[src/rtl/hp_mul_seq_if.sv]
// Operand/result handshake bundle for the sequential binary16 multiplier.
// The master drives operands and out_ready; the slave (the multiplier) drives the rest.
interface hp_mul_seq_if;
  logic        in_valid;
  logic        in_ready;
  logic        a_sign;
  logic [6:0]  a_exp;
  logic [10:0] a_sig;
  logic [5:0]  a_class;
  logic        b_sign;
  logic [6:0]  b_exp;
  logic [10:0] b_sig;
  logic [5:0]  b_class;
  logic        out_valid;
  logic        out_ready;
  logic [15:0] result;
  logic [3:0]  flags;

  modport master (
    output in_valid, a_sign, a_exp, a_sig, a_class, b_sign, b_exp, b_sig, b_class, out_ready,
    input  in_ready, out_valid, result, flags
  );

  modport slave (
    input  in_valid, a_sign, a_exp, a_sig, a_class, b_sign, b_exp, b_sig, b_class, out_ready,
    output in_ready, out_valid, result, flags
  );
endinterface

[src/rtl/hp_mul_seq.sv]
// Iterative binary16 multiplier with round-to-nearest-even.
// Operands arrive pre-classified and unpacked; specials resolve in one cycle,
// finite products take 11 shift-add cycles, one normalise and one round cycle.
module hp_mul_seq #(
  parameter logic [15:0] DEFAULT_NAN = 16'h7E00,
  parameter bit          FTZ         = 1'b0
) (
  input logic         clk,
  input logic         rst,
  hp_mul_seq_if.slave bus
);

  typedef enum logic [2:0] {StIdle, StMul, StNorm, StRnd, StDone} stateE;

  stateE              stateQ, stateD;
  logic               signQ;
  logic [10:0]        aSigQ, bSigQ;
  logic signed [7:0]  expQ;
  logic [21:0]        prodQ;
  logic [3:0]         cntQ;
  logic [10:0]        manQ;
  logic               guardQ, stickyQ, tinyQ;
  logic signed [7:0]  bexpQ;
  logic [15:0]        resultQ;
  logic [3:0]         flagsQ;

  logic               inSign, aFinite, bFinite, isSpecial;
  logic signed [7:0]  expSum;
  logic [15:0]        specResult;
  logic [3:0]         specFlags;

  logic [21:0]        normVec;
  logic signed [7:0]  normExp, shAmt, normBexp;
  logic [4:0]         shCap;
  logic [43:0]        shExt;
  logic [10:0]        normMan;
  logic               normGuard, normSticky, normTiny;

  logic               roundUp, inexact;
  logic [11:0]        manR;
  logic [9:0]         rMan;
  logic signed [7:0]  rExp;
  logic [15:0]        rndResult;
  logic [3:0]         rndFlags;

  // Classify the incoming pair and resolve every non-finite combination.
  always_comb begin
    inSign     = bus.a_sign ^ bus.b_sign;
    aFinite    = |bus.a_class[1:0];
    bFinite    = |bus.b_class[1:0];
    isSpecial  = ~(aFinite & bFinite);
    expSum     = $signed({bus.a_exp[6], bus.a_exp}) + $signed({bus.b_exp[6], bus.b_exp});
    specResult = {inSign, 15'h0000};
    specFlags  = 4'h0;
    if (bus.a_class[5] | bus.b_class[5]) begin
      specResult = DEFAULT_NAN;
      specFlags  = 4'b1000;
    end else if (bus.a_class[4] | bus.b_class[4]) begin
      specResult = DEFAULT_NAN;
    end else if ((bus.a_class[3] & bus.b_class[2]) | (bus.a_class[2] & bus.b_class[3])) begin
      specResult = DEFAULT_NAN;
      specFlags  = 4'b1000;
    end else if (bus.a_class[3] | bus.b_class[3]) begin
      specResult = {inSign, 15'h7C00};
    end
  end

  // Normalise the raw product; tiny results are denormalised into guard/sticky.
  always_comb begin
    normVec    = prodQ[21] ? prodQ : {prodQ[20:0], 1'b0};
    normExp    = prodQ[21] ? expQ + 8'sd16 : expQ + 8'sd15;
    shAmt      = 8'sd1 - normExp;
    shCap      = 5'd0;
    shExt      = '0;
    normMan    = normVec[21:11];
    normGuard  = normVec[10];
    normSticky = |normVec[9:0];
    normBexp   = normExp;
    normTiny   = 1'b0;
    if (normExp <= 8'sd0) begin
      // 23 places already clears mantissa and guard, so larger shifts saturate there.
      shCap      = (shAmt > 8'sd23) ? 5'd23 : shAmt[4:0];
      shExt      = {normVec, 22'b0} >> shCap;
      normMan    = shExt[43:33];
      normGuard  = shExt[32];
      normSticky = |shExt[31:0];
      normBexp   = 8'sd0;
      normTiny   = 1'b1;
    end
  end

  // Round to nearest even and pack, handling overflow and flush-to-zero.
  always_comb begin
    roundUp = guardQ & (stickyQ | manQ[0]);
    inexact = guardQ | stickyQ;
    manR    = {1'b0, manQ} + {11'b0, roundUp};
    if (manR[11]) begin
      rMan = manR[10:1];
      rExp = bexpQ + 8'sd1;
    end else begin
      rMan = manR[9:0];
      // A subnormal that rounds up into bit 10 becomes the smallest normal.
      rExp = (bexpQ == 8'sd0 && manR[10]) ? 8'sd1 : bexpQ;
    end
    rndResult = {signQ, rExp[4:0], rMan};
    rndFlags  = {2'b00, tinyQ & inexact, inexact};
    if (rExp >= 8'sd31) begin
      rndResult = {signQ, 15'h7C00};
      rndFlags  = 4'b0101;
    end else if (FTZ && rExp == 8'sd0) begin
      rndResult = {signQ, 15'h0000};
      rndFlags  = 4'b0011;
    end
  end

  // Sequencer state register.
  always_ff @(posedge clk or posedge rst) begin
    if (rst) begin
      stateQ <= StIdle;
    end else begin
      stateQ <= stateD;
    end
  end

  // Next-state logic.
  always_comb begin
    stateD = stateQ;
    unique case (stateQ)
      StIdle: if (bus.in_valid) stateD = isSpecial ? StDone : StMul;
      StMul:  if (cntQ == 4'd10) stateD = StNorm;
      StNorm: stateD = StRnd;
      StRnd:  stateD = StDone;
      StDone: if (bus.out_ready) stateD = StIdle;
      default: stateD = StIdle;
    endcase
  end

  // Datapath registers, advanced according to the current state.
  always_ff @(posedge clk or posedge rst) begin
    if (rst) begin
      signQ   <= 1'b0;
      aSigQ   <= '0;
      bSigQ   <= '0;
      expQ    <= '0;
      prodQ   <= '0;
      cntQ    <= '0;
      manQ    <= '0;
      guardQ  <= 1'b0;
      stickyQ <= 1'b0;
      tinyQ   <= 1'b0;
      bexpQ   <= '0;
      resultQ <= '0;
      flagsQ  <= '0;
    end else begin
      unique case (stateQ)
        StIdle: begin
          if (bus.in_valid) begin
            signQ <= inSign;
            aSigQ <= bus.a_sig;
            bSigQ <= bus.b_sig;
            expQ  <= expSum;
            prodQ <= '0;
            cntQ  <= '0;
            if (isSpecial) begin
              resultQ <= specResult;
              flagsQ  <= specFlags;
            end
          end
        end
        StMul: begin
          // One multiplier bit per cycle, LSB first.
          if (bSigQ[cntQ]) prodQ <= prodQ + ({11'b0, aSigQ} << cntQ);
          cntQ <= cntQ + 4'd1;
        end
        StNorm: begin
          manQ    <= normMan;
          guardQ  <= normGuard;
          stickyQ <= normSticky;
          bexpQ   <= normBexp;
          tinyQ   <= normTiny;
        end
        StRnd: begin
          resultQ <= rndResult;
          flagsQ  <= rndFlags;
        end
        default: ;
      endcase
    end
  end

  // Handshake and result outputs.
  always_comb begin
    bus.in_ready  = (stateQ == StIdle);
    bus.out_valid = (stateQ == StDone);
    bus.result    = resultQ;
    bus.flags     = flagsQ;
  end

endmodule

[src/flat_wrapper.sv]
// flat-port wrapper written by rule: the top's interface ports become plain ports
module hp_mul_seq_flat 
#(
  parameter logic [15:0] DEFAULT_NAN = 16'h7E00,
  parameter bit          FTZ         = 1'b0
)
  (clk, rst, bus_in_valid, bus_a_sign, bus_a_exp, bus_a_sig, bus_a_class, bus_b_sign, bus_b_exp, bus_b_sig, bus_b_class, bus_out_ready, bus_in_ready, bus_out_valid, bus_result, bus_flags);
  hp_mul_seq_if bus_i ();
  input logic clk;
  input logic rst;
  input wire logic [$bits(bus_i.in_valid)-1:0] bus_in_valid;
  input wire logic [$bits(bus_i.a_sign)-1:0] bus_a_sign;
  input wire logic [$bits(bus_i.a_exp)-1:0] bus_a_exp;
  input wire logic [$bits(bus_i.a_sig)-1:0] bus_a_sig;
  input wire logic [$bits(bus_i.a_class)-1:0] bus_a_class;
  input wire logic [$bits(bus_i.b_sign)-1:0] bus_b_sign;
  input wire logic [$bits(bus_i.b_exp)-1:0] bus_b_exp;
  input wire logic [$bits(bus_i.b_sig)-1:0] bus_b_sig;
  input wire logic [$bits(bus_i.b_class)-1:0] bus_b_class;
  input wire logic [$bits(bus_i.out_ready)-1:0] bus_out_ready;
  output wire logic [$bits(bus_i.in_ready)-1:0] bus_in_ready;
  output wire logic [$bits(bus_i.out_valid)-1:0] bus_out_valid;
  output wire logic [$bits(bus_i.result)-1:0] bus_result;
  output wire logic [$bits(bus_i.flags)-1:0] bus_flags;
  assign bus_i.in_valid = bus_in_valid;
  assign bus_i.a_sign = bus_a_sign;
  assign bus_i.a_exp = bus_a_exp;
  assign bus_i.a_sig = bus_a_sig;
  assign bus_i.a_class = bus_a_class;
  assign bus_i.b_sign = bus_b_sign;
  assign bus_i.b_exp = bus_b_exp;
  assign bus_i.b_sig = bus_b_sig;
  assign bus_i.b_class = bus_b_class;
  assign bus_i.out_ready = bus_out_ready;
  assign bus_in_ready = bus_i.in_ready;
  assign bus_out_valid = bus_i.out_valid;
  assign bus_result = bus_i.result;
  assign bus_flags = bus_i.flags;
  hp_mul_seq #(.DEFAULT_NAN(DEFAULT_NAN), .FTZ(FTZ)) u_core (.clk(clk), .rst(rst), .bus(bus_i));
endmodule
[config.mk]
export PLATFORM = sky130hd
export DESIGN_NAME = hp_mul_seq_flat
export DESIGN_NICKNAME = d
export VERILOG_FILES = /design/src/rtl/hp_mul_seq_if.sv /design/src/rtl/hp_mul_seq.sv /design/src/flat_wrapper.sv
export SDC_FILE = /design/constraint.sdc
export NUM_CORES = 1
export LEC_CHECK = 0
export ABC_AREA = 1
export BUFFER_PORTS_ARGS = -buffer_cell sky130_fd_sc_hd__buf_4
export CAP_MARGIN = 20
export CORE_ASPECT_RATIO = 1.4
export CORE_MARGIN = 2
export CORE_UTILIZATION = 40
export DETAILED_ROUTE_END_ITERATION = 8
export PLACE_DENSITY = 0.68
export SLEW_MARGIN = 20
export SYNTH_ARGS = -nofsm -noshare
export SYNTH_HDL_FRONTEND = slang
export SYNTH_SLANG_ARGS = --single-unit
[constraint.sdc]
create_clock -name clk -period 4.1 [get_ports clk]
set_input_delay 0.205 -clock clk [delete_from_list [all_inputs] [get_ports clk]]
set_output_delay 0.205 -clock clk [all_outputs]
set_load 0.005 [all_outputs]
==> insert_results.sql <==
INSERT INTO impl_metrics (metric_group, metric, value, unit) VALUES
('run_status', 'outcome', 'completed', ''),
('floorplan', 'floorplan.die.height', '172.1', 'microns'),
('timing', 'hold_viol_final', '0', ''),
('critical_path', 'worstSetupPathType', 'register to register', ''),
('timing', 'relSlewSlack', '51.39', '%'),
('placement', 'globalplace.congestion', '0.9632', ''),
('routing', 'postRouteAntennaNets', '0', ''),
('clock_tree', 'cts-root-buf', 'sky130_fd_sc_hd__clkbuf_16', ''),
('critical_path', 'startpoint_type', 'register', ''),
('routing', 'route.vias.total', '8063', ''),
('synth', 'ys_seq_elements', '102', ''),
('synth', 'proportion_of_register_bits_with_asynchronous_set_or_reset_after_synthesis', '100.0', '%'),
('floorplan', 'core_area', '0.01984', 'sq mm'),
('routing', 'drt-initial-drc-count', '407', ''),
('timing', 'grt_setup_unrepaired', 'yes', ''),
('critical_path', 'reg2reg_depth', '19', ''),
('clock_tree', 'register_clock_pin_slew_on_the_reported_worst_setup_and_hold_paths', '0.08', 'ns'),
('clock_tree', 'clkLatencyLatePin', '0.36', 'ns'),
('synth', 'predominant_post_synthesis_flop_cell', 'sky130_fd_sc_hd__dfrtp_1', ''),
('final_layout', 'post_route_cells_drive_above_1_share', '10.61', '%'),
('final_layout', 'num_antenna_cells', '0', ''),
('synth', 'ys_types', '52', ''),
('clock_tree', 'cts_buffers', '9', ''),
('synth', 'synthesis.instances', '1215', ''),
('placement', 'placement.io_buffers', '75', ''),
('global_route', 'grt_start_max_net_pins', '58', ''),
('timing', 'drv_slew', '0', ''),
('critical_path', 'crit_path_start', 'u_core.cntQ[1]', ''),
('global_route', 'grt.total_usage', '20.23', '%'),
('global_route', 'grt_first_pass_wirelength', '34860', 'microns'),
('synth', 'syn_area', '0.008075', 'sq mm'),
('final_layout', 'design.final.nets', '1370', ''),
('synth', 'synth-edff-count', '0', ''),
('critical_path', 'reg2reg_slack', '0.37', 'ns'),
('timing', 'min_period', '3.733', 'ns'),
('critical_path', 'maximum_fanout_encountered_on_the_critical_timing_path', '11', ''),
('flow_run', 'maxCapViolCount', '0', ''),
('critical_path', 'timing.critical_path.required', '4.33', 'ns'),
('critical_path', 'critical_path_arrival', '3.96', 'ns'),
('timing', 'fin_crit_sh', '91.05', '%'),
('final_layout', 'layout.cells.non_filler', '1534', ''),
('worst_hold_path', 'hp-class', 'primary input to register', ''),
('routing', 'route.final.wire_length', '20310', 'microns'),
('routing', 'wl_per_cell', '13.24', 'microns'),
('global_route', 'globalRouteOverflowTotal', '0', ''),
('global_route', 'antenna_violations_before_repair', '0', ''),
('routing', 'route.detailed.vias_per_inst', '5.256', ''),
('timing', 'finalSetupViolCount', '0', ''),
('final_layout', 'most-common-layout-cells', '380 x sky130_fd_sc_hd__nand2_1, 135 x sky130_fd_sc_hd__inv_1, 109 x sky130_fd_sc_hd__nand3_1, 100 x sky130_fd_sc_hd__dfrtp_1, 98 x sky130_fd_sc_hd__o21ai_0', ''),
('synth', 'ys_seq_area_share', '31.61', '%'),
('floorplan', 'start_util', '40.69', '%'),
('clock_tree', 'clock_sinks', '102', ''),
('floorplan', 'dieArea', '0.02136', 'sq mm'),
('placement', 'dp_hpwl', '16350', 'microns'),
('final_layout', 'post-route-cell-area', '0.009175', 'sq mm'),
('floorplan', 'rows', '61', ''),
('clock_tree', 'cts_tree', 'yes', ''),
('clock_tree', 'cts.path.max_buffers', '2', ''),
('placement', 'post_place_instance_area', '0.008874', 'sq mm'),
('routing', 'drtPass1Iterations', '5', ''),
('synth', 'syn_nets', '1308', ''),
('clock_tree', 'h-tree-depth', '3', ''),
('critical_path', 'rr_endpoint', 'u_core.prodQ[19]', ''),
('final_layout', 'layout-area-overhead-vs-synth', '13.62', '%'),
('floorplan', 'boundaryPins', '76', ''),
('timing', 'maximum_clock_frequency', '0.2679', 'GHz'),
('floorplan', 'fp.dieW', '124.1', 'microns'),
('synth', 'synth_area_per_cell', '6.646', 'sq um'),
('timing', 'worst-slew-pin-transition', '0.7283', 'ns'),
('timing', 'finClkSkew', '0.01136', 'ns'),
('critical_path', 'crit_path_end', 'u_core.prodQ[19]', ''),
('critical_path', 'timing.rr.start', 'u_core.cntQ[1]', ''),
('routing', 'drc_errors', '0', ''),
('placement', 'post-place-cells', '1517', ''),
('critical_path', 'kind_of_end_point_of_the_critical_path', 'register', ''),
('timing', 'hold_worst_slack', '0.02875', 'ns'),
('global_route', 'vias_in_the_first_global_route', '7723', ''),
('final_layout', 'final_common_cell', 'sky130_fd_sc_hd__nand2_1', ''),
('synth', 'synth-warning-count', '0', '');
cell families (layout without fill, tap and decap cells):
| group | after synthesis | after routing | synth area share, % |
|---|---|---|---|
| AOI/OAI and AO/OA | 220 | 220 | 15.68 |
| xor gates and xnor gates | 30 | 30 | 3.254 |
| adders and majority gates | 39 | 39 | 6.229 |
| buffers and inverters | 185 | 252 | 9.219 |
| DFF | 102 | 102 | 31.61 |
| muxes | 7 | 7 | 0.8832 |
| and+or+nand+nor | 632 | 632 | 33.13 |
flip-flops by register name, summed over array words and instances, names as in the netlist, 8 cells and up:
signal / flops
u_core.expQ: 8
u_core.bexpQ: 8
u_core.aSigQ: 11
u_core.bSigQ: 11
u_core.bus.result: 16
u_core.manQ: 11
u_core.prodQ: 22
how the worst min path moves through the flow:
stage | start | end | cells past startpoint
after floorplan | bus_a_sig[2] | u_core.aSigQ[2] | 2
after global placement | rst | u_core.expQ[1] | 2
after detailed placement | rst | u_core.expQ[1] | 2
after CTS | bus_b_sig[2] | u_core.bSigQ[2] | 3
after global routing | bus_b_sig[5] | u_core.bSigQ[5] | 3
final | bus_b_sig[2] | u_core.bSigQ[2] | 3
routing by layer:
| metal | wire length (microns) | vias to the layer above | part of all wire (%) | GRT usage [%] |
|---|---|---|---|---|
| met2 | 10400 | 195 | 51 | 36.47 |
| met3 | 674 | 55 | 3.3 | 1.847 |
| met4 | 892 | 0 | 4.4 | 10.85 |
| met1 | 8343 | 3684 | 41 | 23.29 |
| met5 | 0 | - | 0 | 0 |
| li1 | - | 4129 | - | - |
critical path, cell delays in order, from the launching register on:
cell and delay (ns):
sky130_fd_sc_hd__dfrtp_1 0.48, sky130_fd_sc_hd__inv_1 0.22, sky130_fd_sc_hd__buf_4 0.21, sky130_fd_sc_hd__nand2_1 0.06, sky130_fd_sc_hd__o21ai_0 0.12, sky130_fd_sc_hd__nor2_1 0.07
sky130_fd_sc_hd__a31oi_1 0.22, sky130_fd_sc_hd__nor2_1 0.10, sky130_fd_sc_hd__ha_1 0.36, sky130_fd_sc_hd__nand2_1 0.09, sky130_fd_sc_hd__nor2_1 0.11, sky130_fd_sc_hd__a21o_1 0.18
sky130_fd_sc_hd__a21boi_1 0.10, sky130_fd_sc_hd__o21ai_0 0.30, sky130_fd_sc_hd__a21boi_1 0.17, sky130_fd_sc_hd__o21ai_1 0.22, sky130_fd_sc_hd__a21boi_1 0.14, sky130_fd_sc_hd__or2_2 0.29
sky130_fd_sc_hd__nand3_1 0.07, sky130_fd_sc_hd__o21ai_0 0.09
final cells by class:
cell class                      count  area (sq um)
Clock inverter                      7         61.31
Tap cell                          252         315.3
Timing Repair Buffer               91         685.7
Sequential cell                   102          2555
Clock buffer                        9         225.2
Inverter                          145         549.3
Fill cell                        2132         10670
Multi-Input combinational cell    928          4783
cell usage after synthesis (3+ instances only):
master	n	area, sq um
sky130_fd_sc_hd__a21oi_1	44	220.2
sky130_fd_sc_hd__nand3b_1	5	37.54
sky130_fd_sc_hd__a21boi_0	3	22.52
sky130_fd_sc_hd__o22ai_1	32	200.2
sky130_fd_sc_hd__clkbuf_1	27	101.4
sky130_fd_sc_hd__o221ai_1	8	70.07
sky130_fd_sc_hd__nor3_1	9	45.04
sky130_fd_sc_hd__xor2_1	22	192.7
sky130_fd_sc_hd__o31ai_1	6	45.04
sky130_fd_sc_hd__a31oi_1	4	25.02
sky130_fd_sc_hd__nand2_4	3	33.78
sky130_fd_sc_hd__mux2i_1	6	60.06
sky130_fd_sc_hd__inv_2	4	15.01
sky130_fd_sc_hd__nand4_1	8	50.05
sky130_fd_sc_hd__o211ai_1	3	22.52
sky130_fd_sc_hd__o21ai_0	98	490.5
sky130_fd_sc_hd__buf_4	4	30.03
sky130_fd_sc_hd__buf_2	4	20.02
sky130_fd_sc_hd__nand2_1	380	1426
sky130_fd_sc_hd__clkinv_1	5	18.77
sky130_fd_sc_hd__nor2_1	95	356.6
sky130_fd_sc_hd__buf_6	4	45.04
sky130_fd_sc_hd__ha_1	37	462.9
sky130_fd_sc_hd__nor4_1	4	25.02
sky130_fd_sc_hd__xnor2_1	8	70.07
sky130_fd_sc_hd__and2_1	3	18.77
sky130_fd_sc_hd__nand3_1	109	545.5
sky130_fd_sc_hd__inv_1	136	510.5
sky130_fd_sc_hd__o21ai_1	4	20.02
sky130_fd_sc_hd__or2_2	6	37.54
sky130_fd_sc_hd__nand2_2	4	25.02
sky130_fd_sc_hd__dfrtp_1	102	2552
what timing repair did:
| action | CTS | global route |
|---|---|---|
| hold buffers | 1 | 0 |
| hold endpoints to repair | 56 | 0 |
| endpoints found under the setup margin | 0 | 4 |
| resized for setup | 0 | 6 |
| buffers inserted | 0 | 0 |
metrics by stage:
stage	util (%)	TNS, ns	worst slack [ns]
after global routing	46.24	-0.05445	-0.05445
after floorplan	-	0	0.3883
after CTS	46.21	0	0.1874
after detailed placement	44.72	0	0.1922
final	46.24	0	0.3670
after global placement	44.72	0	0.3338
Power is left out: the tool's default activity adds up to more than one toggle a clock period on the data nets, which glitch-free logic cannot reach.
